`src/rtl/mdu_ctrl.sv`:
```
// mdu_ctrl: iterative multiply/divide unit that sits beside the single-cycle ALU.
//   MULU/MULS use a shift-add loop and DIVU/DIVS use a restoring divide.
//   Each op runs one iteration per cycle, WIDTH iterations in total.
//   Signed operands are reduced to magnitudes when the request is accepted.
//   The sign is restored on the final iteration, as the results are registered.
//
// Ports:
//   clk, rst_n          rising-edge clock, asynchronous active-low reset
//   start, op, a, b     request; op 00 MULU, 01 MULS, 10 DIVU, 11 DIVS;
//                       accepted only in IDLE
//   flush               synchronous abort; returns to IDLE with no done
//   busy                high in RUN and DONE (pipeline stall)
//   done                one-cycle pulse; result_* and div_zero are valid
//   result_lo/hi        MUL: product low/high half. DIV: quotient/remainder
//   div_zero            divide with b==0; held until the next accepted start
//
// Handshake: start is a level request, not a queued one. It is consumed in the
// first cycle in which the unit is IDLE and flush is low. It is ignored while
// busy, so the caller keeps start asserted until busy rises.
module mdu_ctrl #(
    parameter  int WIDTH = 16,
    localparam int CNT_W = $clog2(WIDTH + 1)
) (
    input  logic             clk,
    input  logic             rst_n,
    input  logic             start,
    input  logic [1:0]       op,
    input  logic [WIDTH-1:0] a,
    input  logic [WIDTH-1:0] b,
    input  logic             flush,
    output logic             busy,
    output logic             done,
    output logic [WIDTH-1:0] result_lo,
    output logic [WIDTH-1:0] result_hi,
    output logic             div_zero
);

    typedef enum logic [1:0] {
        S_IDLE = 2'd0,
        S_RUN  = 2'd1,
        S_DONE = 2'd2
    } state_t;

    state_t           state;
    logic [CNT_W-1:0] cnt;
    logic             is_div;
    logic             neg_q;     // negate product / quotient at the end
    logic             neg_r;     // negate remainder at the end (dividend sign)
    logic [WIDTH-1:0] opb;       // multiplicand (MUL) or divisor (DIV) magnitude
    logic [WIDTH-1:0] acc_hi;    // product high half / partial remainder
    logic [WIDTH-1:0] acc_lo;    // multiplier (shifts out) / dividend->quotient

    // Operand magnitudes computed at accept time.
    logic             op_signed;
    logic [WIDTH-1:0] a_mag, b_mag;
    logic             accept;

    always_comb begin
        op_signed = op[0];
        a_mag     = (op_signed && a[WIDTH-1]) ? -a : a;
        b_mag     = (op_signed && b[WIDTH-1]) ? -b : b;
        accept    = (state == S_IDLE) && start && !flush;
    end

    // One iteration of the active algorithm.
    logic [WIDTH:0]     mul_sum;
    logic [WIDTH:0]     div_shift;
    logic [WIDTH:0]     div_diff;
    logic [WIDTH-1:0]   hi_nxt, lo_nxt;
    logic [2*WIDTH-1:0] prod_fix;
    logic [WIDTH-1:0]   quo_fix, rem_fix;

    always_comb begin
        mul_sum   = {1'b0, acc_hi} + (acc_lo[0] ? {1'b0, opb} : '0);
        div_shift = {acc_hi, acc_lo[WIDTH-1]};
        div_diff  = div_shift - {1'b0, opb};
        if (is_div) begin
            // Restoring step: keep the difference only when it did not borrow.
            hi_nxt = div_diff[WIDTH] ? div_shift[WIDTH-1:0] : div_diff[WIDTH-1:0];
            lo_nxt = {acc_lo[WIDTH-2:0], ~div_diff[WIDTH]};
        end else begin
            hi_nxt = mul_sum[WIDTH:1];
            lo_nxt = {mul_sum[0], acc_lo[WIDTH-1:1]};
        end
        prod_fix = neg_q ? -{hi_nxt, lo_nxt} : {hi_nxt, lo_nxt};
        // The most-negative / -1 overflow lands on quotient = a naturally:
        // the magnitude 2^(W-1) negated in W bits is itself.
        quo_fix  = neg_q ? -lo_nxt : lo_nxt;
        rem_fix  = neg_r ? -hi_nxt : hi_nxt;
    end

    always_ff @(posedge clk or negedge rst_n) begin
        if (!rst_n) begin
            state     <= S_IDLE;
            cnt       <= '0;
            is_div    <= 1'b0;
            neg_q     <= 1'b0;
            neg_r     <= 1'b0;
            opb       <= '0;
            acc_hi    <= '0;
            acc_lo    <= '0;
            busy      <= 1'b0;
            done      <= 1'b0;
            result_lo <= '0;
            result_hi <= '0;
            div_zero  <= 1'b0;
        end else if (flush) begin
            // Abort: results and div_zero keep their prior values.
            state <= S_IDLE;
            cnt   <= '0;
            busy  <= 1'b0;
            done  <= 1'b0;
        end else begin
            case (state)
                S_IDLE: begin
                    done <= 1'b0;
                    if (accept) begin
                        is_div <= op[1];
                        neg_q  <= op_signed && (a[WIDTH-1] ^ b[WIDTH-1]);
                        neg_r  <= op_signed && op[1] && a[WIDTH-1];
                        opb    <= op[1] ? b_mag : a_mag;
                        acc_hi <= '0;
                        acc_lo <= op[1] ? a_mag : b_mag;
                        busy   <= 1'b1;
                        if (op[1] && (b == '0)) begin
                            // Divide by zero short-circuits straight to DONE.
                            state     <= S_DONE;
                            done      <= 1'b1;
                            result_lo <= '1;
                            result_hi <= a;
                            div_zero  <= 1'b1;
                        end else begin
                            state    <= S_RUN;
                            cnt      <= CNT_W'(WIDTH);
                            div_zero <= 1'b0;
                        end
                    end
                end
                S_RUN: begin
                    acc_hi <= hi_nxt;
                    acc_lo <= lo_nxt;
                    cnt    <= cnt - 1'b1;
                    if (cnt == CNT_W'(1)) begin
                        state <= S_DONE;
                        done  <= 1'b1;
                        if (is_div) begin
                            result_lo <= quo_fix;
                            result_hi <= rem_fix;
                        end else begin
                            result_lo <= prod_fix[WIDTH-1:0];
                            result_hi <= prod_fix[2*WIDTH-1:WIDTH];
                        end
                    end
                end
                S_DONE: begin
                    state <= S_IDLE;
                    done  <= 1'b0;
                    busy  <= 1'b0;
                end
                default: begin
                    state <= S_IDLE;
                    done  <= 1'b0;
                    busy  <= 1'b0;
                end
            endcase
        end
    end

endmodule
```
`config.mk`:
```
export PLATFORM = sky130hd
export DESIGN_NAME = mdu_ctrl
export DESIGN_NICKNAME = d
export VERILOG_FILES = /design/src/rtl/mdu_ctrl.sv
export SDC_FILE = /design/constraint.sdc
export NUM_CORES = 1
export LEC_CHECK = 0
export CAP_MARGIN = 30
export CORE_MARGIN = 8
export CORE_UTILIZATION = 49
export DETAILED_ROUTE_END_ITERATION = 16
export PLACE_DENSITY = 0.7
export SLEW_MARGIN = 20
export SYNTH_ARGS = -nofsm -noshare
export SYNTH_HDL_FRONTEND = slang
export SYNTH_SLANG_ARGS = --single-unit
```
`constraint.sdc`:
```
create_clock -name clk -period 7.25 [get_ports clk]
set_input_delay 0.725 -clock clk [delete_from_list [all_inputs] [get_ports clk]]
set_output_delay 0.725 -clock clk [all_outputs]
set_load 0.02 [all_outputs]
```
==> results.sh, run 1 <==
export IMPL_synth_async_reset_ratio_pct=100
export IMPL_place_inst=1255
export IMPL_fin_ws_ns=2.97
export IMPL_worstReg2RegStart="acc_lo[0]$_DFFE_PN0P_"
export IMPL_area_growth_pct=15.7
export IMPL_path_max_fanout=18
export IMPL_status="complete, no violations"
export IMPL_yosys_area_top_type="dfrtp_1"
export IMPL_grt_antenna_before_repair=0
export IMPL_r2r_cells=14
export IMPL_synth_most_common_cell="nand2_1"
export IMPL_drc=0
export IMPL_cp_data_arrival_time_ns=4.57
export IMPL_post_cts_buffers=0
export IMPL_diodes=0
export IMPL_drtAntennaViolNets=0
export IMPL_vdd_drop_max_uv=242
export IMPL_pwr_share_clk_pct=11.5
export IMPL_finalSetupTns_ns=0
export IMPL_cts_buffers=9
export IMPL_dieArea_sq_um=20500
export IMPL_fin_crit_ns=4.28
export IMPL_ys_warnings_count=0
export IMPL_cts_buffer_depth=2
export IMPL_pre_cts_ws_ns=2.51
export IMPL_synth_area_sq_um=7910
export IMPL_layout_cells_non_filler=1274
export IMPL_fp_row_count=46
export IMPL_r2r_end="result_hi[15]$_DFFE_PN0P_"
export IMPL_cellPowerDensity_nw_per_um2=491
export IMPL_worst_setup_path_type="reg -> reg"
export IMPL_grt_pass1_wl_um=38000
export IMPL_clk_pin_slew_ns=0.07
export IMPL_vias=7560
export IMPL_core_region_area_sq_um=15800
export IMPL_cts_root_buf="clkbuf_16"
export IMPL_comb_power_share_pct=66.5
export IMPL_ys_seq_elements=93
export IMPL_ctsResizeCount=0
export IMPL_switching_share_pct=51.1
export IMPL_synth_top_cell_area_share_pct=29.4
export IMPL_drt_pre_antenna_iters=5
export IMPL_synth_cells=1011
export IMPL_drt_wirelength_per_cell_um=18.9
export IMPL_routed_via_density=5.93
export IMPL_synthFlopType="dfrtp_1"
export IMPL_avgSynthCellArea_sq_um=7.82
export IMPL_worstPathRequired_ns=7.55
export IMPL_die_x_um=143
export IMPL_worstSkewPairLatency_ns=0.36
export IMPL_first_global_vias=6977
export IMPL_period_share_pct=59.0
export IMPL_cts_tree="built"
export IMPL_place_gp_congestion=0.888
export IMPL_finalNetCount=1131
export IMPL_seq_area_frac_synth_pct=29.4
export IMPL_p_int_w=0.00219
export IMPL_drv_cap=0
export IMPL_finalClockSkew_ns=0.00757
export IMPL_synth_edf_count=0
export IMPL_rrSetupSlack_ns=2.97
export IMPL_io_buffers=72
export IMPL_globalRouteOverflowTotal=0
export IMPL_syn_nets=1089
export IMPL_htree_levels=3
export IMPL_pin_count=73
export IMPL_relSlewSlack_pct=43.7
export IMPL_die_y_um=143
export IMPL_hpwl_um=18600
export IMPL_hp_class="in -> async"
export IMPL_fmax_mhz=234
export IMPL_hold_ws_ns=0.281
export IMPL_synth_common_cells="nand2_1 (122), nor2_1 (107), o21ai_0 (98)"
export IMPL_yosys_top_cells_area="dfrtp_1 (29%), o21ai_0 (6.2%), a21oi_1 (6.1%)"
export IMPL_setup_viol=0
export IMPL_start_kind="flop"
export IMPL_grt_max_degree=68
export IMPL_clock_sinks=93
export IMPL_track_usage_pct=23.9
export IMPL_holdBufCountCts=0
export IMPL_p_sw_w=0.00229
export IMPL_start_util_pct=49.9
export IMPL_end_kind="flop"
export IMPL_synthDistinctLibCells=78
export IMPL_rsz0062_at_grt="false"
export IMPL_seqPwrFrac_pct=22.0
export IMPL_slew_violations=0
export IMPL_leakage_nw=3.86
export IMPL_drive_above_1_share_pct=5.86
export IMPL_routed_wl_um=24100
export IMPL_final_hold_violation_count=0
export IMPL_tightest_slew_ns=0.845
export IMPL_first_iter_violations=748
power groups by stage:
stage | Sequential [W] | Combinational (W) | Clock (W)
2_1_floorplan | 0.000972 | 0.00210 | 0
3_3_place_gp | 0.000990 | 0.00290 | 0
3_5_place_dp | 0.000990 | 0.00293 | 0
4_1_cts | 0.000981 | 0.00295 | 0.000522
5_1_grt | 0.00102 | 0.00328 | 0.000540
6_report | 0.000986 | 0.00298 | 0.000518
layer usage:
layer / share of wire, % / up-vias / GRT usage, %
met2: 44 / 270 / 35.8
met3: 7.6 / 37 / 5.18
met4: 2.2 / 0 / 6.94
met5: 0 / - / 0
li1: - / 3713 / -
met1: 46 / 3540 / 33.7
worst max-delay path by stage:
| stage | startpoint | cells after the start | end | slack [ns] |
|---|---|---|---|---|
| 2_1_floorplan | acc_hi[1]$_DFFE_PN0P_ | 18 | result_hi[12]$_DFFE_PN0P_ | 3.63 |
| 3_3_place_gp | b[2] | 11 | result_hi[15]$_DFFE_PN0P_ | 2.63 |
| 3_5_place_dp | b[6] | 11 | result_hi[15]$_DFFE_PN0P_ | 2.51 |
| 4_1_cts | b[6] | 11 | result_hi[15]$_DFFE_PN0P_ | 2.86 |
| 5_1_grt | acc_lo[15]$_DFFE_PN0P_ | 19 | result_hi[10]$_DFFE_PN0P_ | 2.61 |
| 6_report | acc_lo[0]$_DFFE_PN0P_ | 14 | result_hi[15]$_DFFE_PN0P_ | 2.97 |
placed cells by master, fill, tap and decap left out, types with 8 or more instances in the layout:
cell type | netlist | routed
clkdlybuf4s50_1 | 0 | 70
o211ai_1 | 8 | 8
nand3_1 | 15 | 15
o31ai_1 | 11 | 11
inv_1 | 38 | 38
xnor2_1 | 37 | 37
and2_1 | 20 | 20
o21ai_0 | 98 | 98
dfrtp_1 | 93 | 92
a31oi_1 | 15 | 15
a22o_1 | 10 | 10
nand2_1 | 122 | 122
nor2_1 | 107 | 107
nor3_1 | 32 | 32
xor2_1 | 36 | 36
nand2b_1 | 10 | 10
clkbuf_16 | 0 | 9
a211oi_1 | 9 | 9
mux2i_1 | 21 | 21
ha_1 | 38 | 38
buf_4 | 0 | 9
a21oi_1 | 96 | 96
stage by stage:
| step | instance area, sq um | util, % | power [W] |
|---|---|---|---|
| CTS | 9070 | 57.3 | 0.00445 |
| detailed placement | 8760 | 55.3 | 0.00392 |
| global placement | 8750 | 55.3 | 0.00389 |
| finish | 9150 | 57.8 | 0.00449 |
| global route | 9150 | 57.8 | 0.00484 |
| floorplan | 7910 | - | 0.00308 |
logic make-up after synthesis:
| family | synth area share (%) |
|---|---|
| buffers and inverters | 4.53 |
| AND/OR/NAND/NOR | 21.8 |
| AO/OA/AOI/OAI | 26.4 |
| flip-flops | 29.4 |
| adder cells (fa/ha/maj) | 6.52 |
| multiplexers | 3.23 |
| XOR/XNOR | 8.09 |
critical path: stages (launching register included):
cell and delay, ns:
dfrtp_1 0.61, and2_1 0.25, ha_1 0.20, fa_1 0.40
a21o_1 0.20, a31oi_1 0.25, o21ai_0 0.23, o31ai_2 0.45
o22ai_1 0.21, xnor2_1 0.17, a22oi_1 0.36, nor4_1 0.15
and4_1 0.24, or4_1 0.40, nand3_1 0.09
sequential cells by signal, summed over array words and instances, names as in the netlist:
register / flops
neg_q: 1
acc_hi: 16
state: 2
opb: 16
busy: 1
result_hi: 16
result_lo: 16
cnt: 5
done: 1
neg_r: 1
div_zero: 1
acc_lo: 16
is_div: 1
final cells by class:
| class | instances | area (sq um) |
|---|---|---|
| clock buffer | 11 | 253 |
| multi-input combinational | 827 | 5240 |
| tap | 216 | 270 |
| clock inverter | 5 | 66.3 |
| timing repair buffer | 83 | 843 |
| inverter | 39 | 146 |
| sequential | 93 | 2330 |
| fill | 1517 | 6680 |
Power figures use the tool's default switching activity.
==> inputs of run 2 (changes only) <==
- clock period: 7.25 -> 4.4 ns (I/O delays scaled with it)
==> run 2 against run 1 <==
First-iteration DRC count shrank 12%. Die area unchanged. Final cell count up 1.7%. Total power up 69%. Clock power rose by 49%. Sequential power is 65% higher. Hold slack improved by 0.20 ns. Global-route usage rose by 1.0 points. Sequential share of layout area is 0.29 points lower. Via count grew 3.5%. Sequential cell count did not move. Combinational power rose by 74%. Largest power group unchanged.
==> results.sh, run 2 (synthesized netlist as in run 1, its figures left out) <==
export IMPL_area_growth_pct=17.0
export IMPL_status="complete, no violations"
export IMPL_placed_area_sq_um=8930
export IMPL_io_buffers=72
export IMPL_multi_input_area_sq_um=5240
export IMPL_relSlewSlack_pct=43.4
export IMPL_clk_pin_slew_ns=0.07
export IMPL_startpoint="acc_lo[15]$_DFFE_PN0P_"
export IMPL_drv_cap=0
export IMPL_cellPowerDensity_nw_per_um2=822
export IMPL_hp_class="in -> async"
export IMPL_setup_viol=0
export IMPL_worstPathRequired_ns=4.64
export IMPL_clock_sinks=93
export IMPL_fin_crit_ns=4.09
export IMPL_ctsResizeCount=0
export IMPL_cts_buffer_depth=2
export IMPL_start_kind="flop"
export IMPL_tightest_slew_ns=0.849
export IMPL_nFillCells=1487
export IMPL_dieArea_sq_um=20500
export IMPL_routed_via_density=6.04
export IMPL_grt_pass1_wl_um=39800
export IMPL_start_util_pct=49.9
export IMPL_hpwl_um=19400
export IMPL_drt_pre_antenna_iters=7
export IMPL_mostFrequentLayoutCell="nand2_1"
export IMPL_drc=0
export IMPL_critical_path_max_stage_delay_ns=0.45
export IMPL_cts_tree="built"
export IMPL_fmax_mhz=244
export IMPL_drive_above_1_share_pct=7.59
export IMPL_final_hold_violation_count=0
export IMPL_period_share_pct=93.0
export IMPL_cp_data_arrival_time_ns=4.33
export IMPL_post_cts_buffers=0
export IMPL_die_y_um=143
export IMPL_worstReg2RegStart="acc_lo[15]$_DFFE_PN0P_"
export IMPL_worst_setup_path_type="reg -> reg"
export IMPL_track_usage_pct=24.9
export IMPL_rsz0062_at_grt="false"
export IMPL_grt_max_degree=67
export IMPL_drtAntennaViolNets=0
export IMPL_diodes=0
export IMPL_cpMostUsedCell="o21ai_0"
export IMPL_cts_buffers=9
export IMPL_vdd_drop_max_uv=387
export IMPL_critPathSlowestCell="fa_1"
export IMPL_htree_levels=3
export IMPL_worstSkewPairLatency_ns=0.36
export IMPL_seqCellArea_sq_um=2330
export IMPL_end_kind="flop"
export IMPL_path_max_fanout=16
export IMPL_die_x_um=143
export IMPL_hold_ws_ns=0.477
export IMPL_finalInstanceArea_sq_um=9250
export IMPL_leakage_nw=3.93
export IMPL_finalClockSkew_ns=0.00954
export IMPL_path_cells="inv_1 > ha_1 > fa_1 > nor2b_4 > o31a_1 > o21ai_1 > a21boi_2 > o21ai_4 > nor2_1 > a21oi_1 > ha_1 > o21ai_0 > nand2b_1 > nand2b_1 > inv_1 > o21ai_0 > o21ai_0 > xor2_1 > o21ai_1"
export IMPL_finalPower_w=0.00760
export IMPL_finalSetupTns_ns=0
export IMPL_core_region_area_sq_um=15800
export IMPL_first_iter_violations=658
export IMPL_drt_wirelength_per_cell_um=19.2
export IMPL_place_gp_congestion=0.951
export IMPL_slew_violations=0
export IMPL_fp_row_count=46
export IMPL_pin_count=73
export IMPL_routed_wl_um=24900
export IMPL_first_global_vias=7329
export IMPL_finalNetCount=1153
export IMPL_grt_antenna_before_repair=0
export IMPL_layout_common_cells="nand2_1 (122), nor2_1 (107), o21ai_0 (98), a21oi_1 (96), dfrtp_1 (92)"
export IMPL_cts_root_buf="clkbuf_16"
export IMPL_vias=7827
export IMPL_globalRouteOverflowTotal=0
## run 2: changes by cell type in the layout (fill, tap and decap cells not counted), sizes merged
cell,before,now
dlygate4sd3,0,1
buf,13,34
clkinvlp,1,2
bufinv,1,0
## run 2: worst max-delay path: cells and delay by family (launching register included)
| family | cells | cell delay, ns |
|---|---|---|
| xor gates and xnor gates | 1 | 0.21 |
| adders and majority gates | 3 | 0.86 |
| and+or+nand+nor | 4 | 0.70 |
| DFF | 1 | 0.40 |
| AOI/OAI and AO/OA | 9 | 1.69 |
| buffers and inverters | 2 | 0.12 |
## run 2: repair_timing
action | 4_1_cts | 5_1_grt
hold buffers | 0 | 1
hold endpoints to repair | 0 | 11
setup endpoints to repair | 0 | 1
## run 2: layout make-up
type | count | share of cell area [%]
Sequential cell | 93 | 25.2
Timing Repair Buffer | 105 | 10.6
Clock buffer | 11 | 2.62
Inverter | 39 | 1.58
Clock inverter | 5 | 0.446
Multi-Input combinational cell | 827 | 56.6
Tap cell | 216 | 2.92
## run 2: final timing paths
| check | to | slack [ns] | depth (start not counted) |
|---|---|---|---|
| worst max-delay path | result_hi[8]$_DFFE_PN0P_ | 0.31 | 19 |
| worst min-delay path | result_lo[7]$_DFFE_PN0P_ | 0.48 | 2 |
| worst max register to register | result_hi[8]$_DFFE_PN0P_ | 0.31 | 19 |
| worst min register to register | busy$_DFFE_PN0P_ | 0.49 | 2 |
| max in group asynchronous | acc_hi[6]$_DFFE_PN0P_ | 3.31 | 3 |
| min in group clk | busy$_DFFE_PN0P_ | 0.49 | 2 |
## run 2: per-layer routing
layer | share of wire, % | global-route usage, %
met1 | 46 | 35.2
met2 | 44 | 37.7
met3 | 7.0 | 3.81
met4 | 2.6 | 8.72
met5 | 0 | 0
## run 2: report_power, final
part | internal (W) | switching, W
Combinational | 0.00210 | 0.00309
Clock | 0.000405 | 0.000369
Sequential | 0.00121 | 0.000423
Total | 0.00371 | 0.00389
## run 2: metrics by stage
| step | std cells | setup slack (ns) | utilization (%) |
|---|---|---|---|
| floorplan | 1011 | 0.776 | - |
| global route | 1296 | 0.00684 | 58.4 |
| finish | 1296 | 0.310 | 58.4 |
| detailed placement | 1278 | 0.366 | 56.4 |
| global placement | 1277 | 0.482 | 56.4 |
| CTS | 1294 | 0.338 | 58.2 |
